==> src/rtl/os_uart_rx_ctrl.sv <==
// Oversampled UART receiver: majority-vote each OSR-sample bit window, frame
// start/data/stop, and hand the byte to a valid/ready consumer.
module os_uart_rx_ctrl #(
    parameter int OSR       = 20,
    parameter int VOTE_TH   = 10,
    parameter int DATA_BITS = 8
) (
    input  logic                 clk,
    input  logic                 rst,
    input  logic                 sample_en,
    input  logic                 sample_in,
    output logic [DATA_BITS-1:0] rx_data,
    output logic                 rx_valid,
    input  logic                 rx_ready,
    output logic                 frame_err,
    output logic                 overrun,
    output logic                 busy
);

    localparam int CW = $clog2(OSR + 1);
    localparam int BW = $clog2(DATA_BITS + 1);
    localparam logic [CW-1:0] OSR_C    = CW'(OSR);
    localparam logic [CW-1:0] VOTE_C   = CW'(VOTE_TH);
    localparam logic [BW-1:0] LAST_BIT = BW'(DATA_BITS - 1);

    typedef enum logic [1:0] {IDLE, START, DATA, STOP} state_t;

    state_t               state_q, state_d;
    logic                 prev_s_q, prev_s_d;
    logic [CW-1:0]        ones_q, ones_d;
    logic [CW-1:0]        cnt_q, cnt_d;
    logic [BW-1:0]        bit_idx_q, bit_idx_d;
    logic [DATA_BITS-1:0] shift_q, shift_d;
    logic [DATA_BITS-1:0] rx_data_q, rx_data_d;
    logic                 rx_valid_q, rx_valid_d;
    logic                 frame_err_q, frame_err_d;
    logic                 overrun_q, overrun_d;

    logic [CW-1:0]        ones_nxt, cnt_nxt;
    logic                 win_done, vote;

    always_ff @(posedge clk or posedge rst) begin
        if (rst) begin
            state_q     <= IDLE;
            prev_s_q    <= 1'b0;
            ones_q      <= '0;
            cnt_q       <= '0;
            bit_idx_q   <= '0;
            shift_q     <= '0;
            rx_data_q   <= '0;
            rx_valid_q  <= 1'b0;
            frame_err_q <= 1'b0;
            overrun_q   <= 1'b0;
        end else begin
            state_q     <= state_d;
            prev_s_q    <= prev_s_d;
            ones_q      <= ones_d;
            cnt_q       <= cnt_d;
            bit_idx_q   <= bit_idx_d;
            shift_q     <= shift_d;
            rx_data_q   <= rx_data_d;
            rx_valid_q  <= rx_valid_d;
            frame_err_q <= frame_err_d;
            overrun_q   <= overrun_d;
        end
    end

    always_comb begin
        state_d     = state_q;
        prev_s_d    = prev_s_q;
        ones_d      = ones_q;
        cnt_d       = cnt_q;
        bit_idx_d   = bit_idx_q;
        shift_d     = shift_q;
        rx_data_d   = rx_data_q;
        rx_valid_d  = rx_valid_q;
        frame_err_d = 1'b0;
        overrun_d   = 1'b0;

        // Window totals including the sample being accepted this cycle
        ones_nxt = ones_q + CW'(sample_in);
        cnt_nxt  = cnt_q + CW'(1);
        win_done = (cnt_nxt == OSR_C);
        vote     = (ones_nxt >= VOTE_C);

        if (rx_valid_q && rx_ready) begin
            rx_valid_d = 1'b0;
        end

        if (sample_en) begin
            prev_s_d = sample_in;
            if (state_q == IDLE) begin
                if (prev_s_q && !sample_in) begin
                    state_d = START;
                    ones_d  = '0;
                    cnt_d   = CW'(1);
                end
            end else if (!win_done) begin
                ones_d = ones_nxt;
                cnt_d  = cnt_nxt;
            end else begin
                ones_d = '0;
                cnt_d  = '0;
                case (state_q)
                    START: begin
                        if (vote) begin
                            state_d = IDLE;
                        end else begin
                            state_d   = DATA;
                            bit_idx_d = '0;
                        end
                    end
                    DATA: begin
                        shift_d   = {vote, shift_q[DATA_BITS-1:1]};
                        bit_idx_d = bit_idx_q + BW'(1);
                        if (bit_idx_q == LAST_BIT) begin
                            state_d = STOP;
                        end
                    end
                    STOP: begin
                        state_d = IDLE;
                        // A same-cycle handshake frees the slot, so it loads instead of overrunning
                        if (!vote) begin
                            frame_err_d = 1'b1;
                        end else if (rx_valid_q && !rx_ready) begin
                            overrun_d = 1'b1;
                        end else begin
                            rx_data_d  = shift_q;
                            rx_valid_d = 1'b1;
                        end
                    end
                    default: state_d = IDLE;
                endcase
            end
        end
    end

    assign rx_data   = rx_data_q;
    assign rx_valid  = rx_valid_q;
    assign frame_err = frame_err_q;
    assign overrun   = overrun_q;
    assign busy      = (state_q != IDLE);

endmodule

==> config.mk <==
export PLATFORM = sky130hd
export DESIGN_NAME = os_uart_rx_ctrl
export DESIGN_NICKNAME = d
export VERILOG_FILES = /design/src/rtl/os_uart_rx_ctrl.sv
export SDC_FILE = /design/constraint.sdc
export NUM_CORES = 1
export LEC_CHECK = 0
export ABC_AREA = 1
export BUFFER_PORTS_ARGS = -buffer_cell sky130_fd_sc_hd__buf_2
export CORE_UTILIZATION = 28
export CTS_BUF_LIST = sky130_fd_sc_hd__clkbuf_16
export DETAILED_ROUTE_END_ITERATION = 16
export GPL_TIMING_DRIVEN = 0
export HOLD_SLACK_MARGIN = 0.05
export PLACE_DENSITY = 0.53
export SYNTH_ARGS = -nofsm -noshare
export SYNTH_HDL_FRONTEND = slang
export SYNTH_SLANG_ARGS = --single-unit
==> constraint.sdc <==
create_clock -name clk -period 2.15 [get_ports clk]
set_input_delay 0.1075 -clock clk [delete_from_list [all_inputs] [get_ports clk]]
set_output_delay 0.1075 -clock clk [all_outputs]
set_load 0.01 [all_outputs]
Yosys cells after proc, flatten, opt, wreduce, memory -nomap -nowiden:

Cells that the tools add are included.

* reductions and logical operators: 14
* eq/ne operators: 8
* order comparisons: 1
* bitwise gates (word level): 2
* mux-type cells: 32
* $add $sub $neg: 3

Operators by type and width (number)
* 5-bit 2-to-1 mux: 6
* 1-bit 2-to-1 mux: 18
* 2-bit 2-to-1 mux: 5
* 4-bit one-hot mux with 2 select lines: 1
* 4-bit AND reduction: 2
* 6-bit AND reduction: 1
* 2-bit nonzero test: 3
* 5-bit by 1-bit adder with 5-bit output: 1
* 5-bit by 1-bit adder with 5-bit output, second input constant: 1
* 5-bit equality test, second input constant: 1
* 5-bit by 4-bit >= comparator with 1-bit output, second input constant: 1
* 5-bit AND reduction: 1
* 4-bit by 1-bit adder with 4-bit output, second input constant: 1
* 2-bit equality test, second input constant: 2
* 4-bit by 3-bit equality test with 1-bit output, second input constant: 1
* 4-bit 2-to-1 mux: 1
* 2-bit one-hot mux with 2 select lines: 1
* 1-bit logical AND: 3
* 3-bit inequality test, second input constant: 1
* 2-bit by 1-bit equality test with 1-bit output, second input constant: 1
* 1-bit logical NOT: 2
* 2-bit logical NOT: 1
* 2-bit by 1-bit inequality test with 1-bit output, second input constant: 1
* 2-bit inequality test, second input constant: 1
* 2 further kinds: 3

* input bits: 5
* bits in registers: 36
* word-level logic and storage cells: 70
* output and inout bits: 12

Depth between registers and ports, before layout:

* depth in word-level cells: 8
* mapped depth: 12
* mapped depth without buffers: 12

Least setup slack after synthesis:

No wires, ideal clock.

* kind: reg2reg
* start point: register ones_q[0]
* end point: register rx_data_q[0] (netlist: rx_data[0])
* setup time: 123 ps
* path buffers: 0
* setup slack: 594 ps
* period minus slack after synthesis: 1556 ps
* stages on the path, launching flop included: 11
* arrival: 1433 ps
* cells stage by stage: dfrtp_1 -> ha_1 -> ha_1 -> nand2_1 -> nand2_1 -> nand2_1 -> nand2_1 -> nand2_2 -> nand2_4 -> o21ai_0 -> nand2_1

* cells in the longest elaborated chain, start to end: 3

Ends and longest elaborated chain
* from (decl): line 30 `logic [CW-1:0] ones_q, ones_d;`
* from (signal assigned): line 57 `ones_q <= ones_d;`
* 5-bit by 1-bit adder with 5-bit output: line 81 `ones_nxt = ones_q + CW'(sample_in);`
* 5-bit by 4-bit >= comparator with 1-bit output: line 84 `vote = (ones_nxt >= VOTE_C);`
* 6-bit AND reduction (no source line)
* to (signal assigned): line 61 `rx_data_q <= rx_data_d;`
* to (decl): line 34 `logic [DATA_BITS-1:0] rx_data_q, rx_data_d;`

No other way between the ends.
A chain may end at the register's enable or synchronous reset.

Worst setup path in the final report:

* start point: register ones_q[0]
* end point: register rx_data_q[7] (netlist: rx_data[7])

Same word-level chain as after synthesis.

==> reports/metrics.csv <==
metric,value,unit
cp-end-kind,flop,
clock_latency,0.28,ns
holdPathStages,3,
syn_nets,225,
cellPowerDensity,990.0,nW/um^2
clk_pin_slew,0.05,ns
grt_pass1_wl,6134,um
synth_fa_ha_area_frac,0.05468,
synthCells,212,
ys_types,27,
ir_worst_vdd,0.4138,mV
grt_max_degree,37,
r2r_cells,11,
core-area,6314,um^2
crit_top_cell,nand2_1,
via_per_inst,4.443,
areaGrowthSynthToFinish,19.14,%
hold_violations,0,
cts.sinks,36,
status,"complete, no violations",
post-route-min-period,1.795,ns
antenna_found_initial,0,
synth_area_per_cell,8.634,um^2
fin_ws,0.3546,ns
setup_violations,0,
start_kind,flop,
synth_seq_cells,36,
layout_common_cells,"nand2_1 (67), dfrtp_1 (36), inv_1 (19), nand3_1 (19), buf_2 (16)",
start_util,0.2899,
die_area,6865,um^2
cts_tree,yes,
max-cap-violations,0,
routed_wl,3412,um
placed_area,2007,um^2
synth_xor_area_frac,0.01435,
tns,0,ns
dieWidth,82.86,um
clockRootBuffer,clkbuf_16,
synth_top_cell_by_area,dfrtp_1,
htree_levels,2,
critPathBufInv,0,
synthMuxAreaShare,0,
gp_congestion,0.7474,
drive_above_1_share,0.1814,
p_leak,1.138,nW
r2r_start,ones_q[0],
ys_seq_area_frac,0.4921,
hp-class,in2reg,
diodes,0,
ant_nets,0,
wl_per_cell,10.87,um
synth_top_family_by_area,simple AND/OR/NAND/NOR gates,
clock-skew-final,0.005389,ns
r2r_slack,0.35,ns
nNetsFinal,249,
n_fill_cell,660,
layout_commonest_cell,nand2_1,
fmax,557.0,MHz
rows,29,
slowest_stage,dfrtp_1,
dp_hpwl,2421,um
cp_max_fo,9,
portBuffers,16,
worstSetupPathType,reg2reg,
rsz0062_at_grt,no,
synth_warnings,0,
ys_top_cells_by_area,"dfrtp_1 (49%), nand2_1 (14%), ha_1 (5.5%)",
p_int,1.480,mW
critPathTopFamily,simple AND/OR/NAND/NOR gates,
netlist_area,1831,um^2
relSlewSlack,0.4909,
numCtsBuffers,5,
share_seq_of_total_power,0.385,
p_sw,0.6791,mW
synth-simple-area-share,0.3055,
pin_count,17,
clkPwrFrac,0.372,
drc,0,
worstHoldStart,sample_in,
grt.total_usage,0.1095,
globalRoute.totalOverflow,0,
fin_hold_ws,0.09765,ns
clock_path_buffers,2,
synth-compound-area-share,0.07587,
cp.required,2.37,ns
synth_top_area_frac,0.4921,
arrival,2.01,ns
fp.dieH,82.86,um
fin_crit_sh,0.8351,
p_sw_frac,0.3145,
cpPeakStageDelay,0.38,ns
post-route-util,0.3454,
final_area,2181,um^2
worst_pin_slew,0.7625,ns
crit_chain,ha_1 > ha_1 > nand2_1 > nand2_1 > nand2_1 > nand2_1 > nand2_2 > nand2_4 > nor2_8 > nand2_1 > nand2_1,
pwr-share-comb,0.243,
via_count,1395,
first_global_vias,1384,
dr.pass1.iters,6,
drv_slew,0,
r2r-end,rx_data[7],
pre_cts_slack,0.3506,ns
hold-path-endpoint,prev_s_q,
drtIter0Drc,42,
-- logic make-up (layout without fill, tap and decap cells) --
| family | Yosys count | after routing |
|---|---|---|
| buf+inv | 24 | 49 |
| compound gates | 25 | 25 |
| xor+xnor | 3 | 3 |
| fa+ha+maj | 8 | 8 |
| simple gates | 116 | 116 |
| flops | 36 | 36 |
-- worst register-to-register path, cell delays in order (launching register included) --
cell and delay, ns:
dfrtp_1 0.38, ha_1 0.23, ha_1 0.23, nand2_1 0.11, nand2_1 0.09, nand2_1 0.07, nand2_1 0.08, nand2_2 0.13
nand2_4 0.12, nor2_8 0.17, nand2_1 0.08, nand2_1 0.06
-- how the worst max path moves through the flow --
stage          slack, ns       from  cells after the start          to
2_1_floorplan       0.59  ones_q[0]                     10  rx_data[0]
3_3_place_gp        0.39  ones_q[0]                     11  rx_data[3]
3_5_place_dp        0.35  ones_q[0]                     11  rx_data[7]
4_1_cts             0.34  ones_q[0]                     11  rx_data[7]
5_1_grt             0.17  ones_q[0]                     10  rx_data[1]
6_report            0.35  ones_q[0]                     11  rx_data[7]
-- synthesized netlist by cell type (all sizes together) --
cell type   n
nand3      22
a211oi      1
a21oi       2
dfrtp      36
buf         2
clkbuf      1
nand4       5
o21ai      18
or2         2
ha          8
a22o        1
o22ai       3
nand2      71
inv        21
nor2       16
xor2        2
xnor2       1
-- area by class of cell --
cell class,instances,area (um^2),share of cell area
plain buffers,3,26.28,0.01205
clock buffers,5,125.1,0.05737
clock inverters,3,38.79,0.01779
inverters,21,78.83,0.03614
multi-input cells,152,824.5,0.3781
flip-flops and latches,36,900.9,0.4131
well taps,77,96.34,0.04418
repair buffers,17,90.09,0.04131
-- power groups by stage --
stage	clock network, mW	registers, mW	logic (mW)
after floorplan	0	0.823	0.419
after global placement	0	0.840	0.525
after detailed placement	0	0.841	0.529
after CTS	0.829	0.831	0.532
after global routing	0.853	0.841	0.612
final	0.804	0.831	0.524
-- state kept, by name (all words and copies together) (netlist names) --
| signal | flops |
|---|---|
| bit_idx_q | 4 |
| cnt_q | 5 |
| frame_err | 1 |
| ones_q | 5 |
| overrun | 1 |
| prev_s_q | 1 |
| rx_data | 8 |
| rx_valid | 1 |
| shift_q | 8 |
| state_q | 2 |
-- through the flow --
| step | cells | power, mW |
|---|---|---|
| finish | 314 | 2.159 |
| global placement | 305 | 1.365 |
| detailed placement | 305 | 1.371 |
| floorplan | 212 | 1.242 |
| CTS | 314 | 2.192 |
| global route | 314 | 2.306 |
-- per-layer routing --
layer | part of all wire | track usage
met5 | 0 | 0
met4 | 0.019 | 0.05172
met2 | 0.45 | 0.1796
met3 | 0.021 | 0.02087
met1 | 0.51 | 0.1389
-- timing repair --
item / in CTS / in global routing
hold buffers: 1 / 0
setup endpoints to repair: 0 / 0
endpoints found under the hold margin: 36 / 0
gates resized for setup: 0 / 0
buffers inserted: 0 / 0
(Power assumes the default switching activity.)
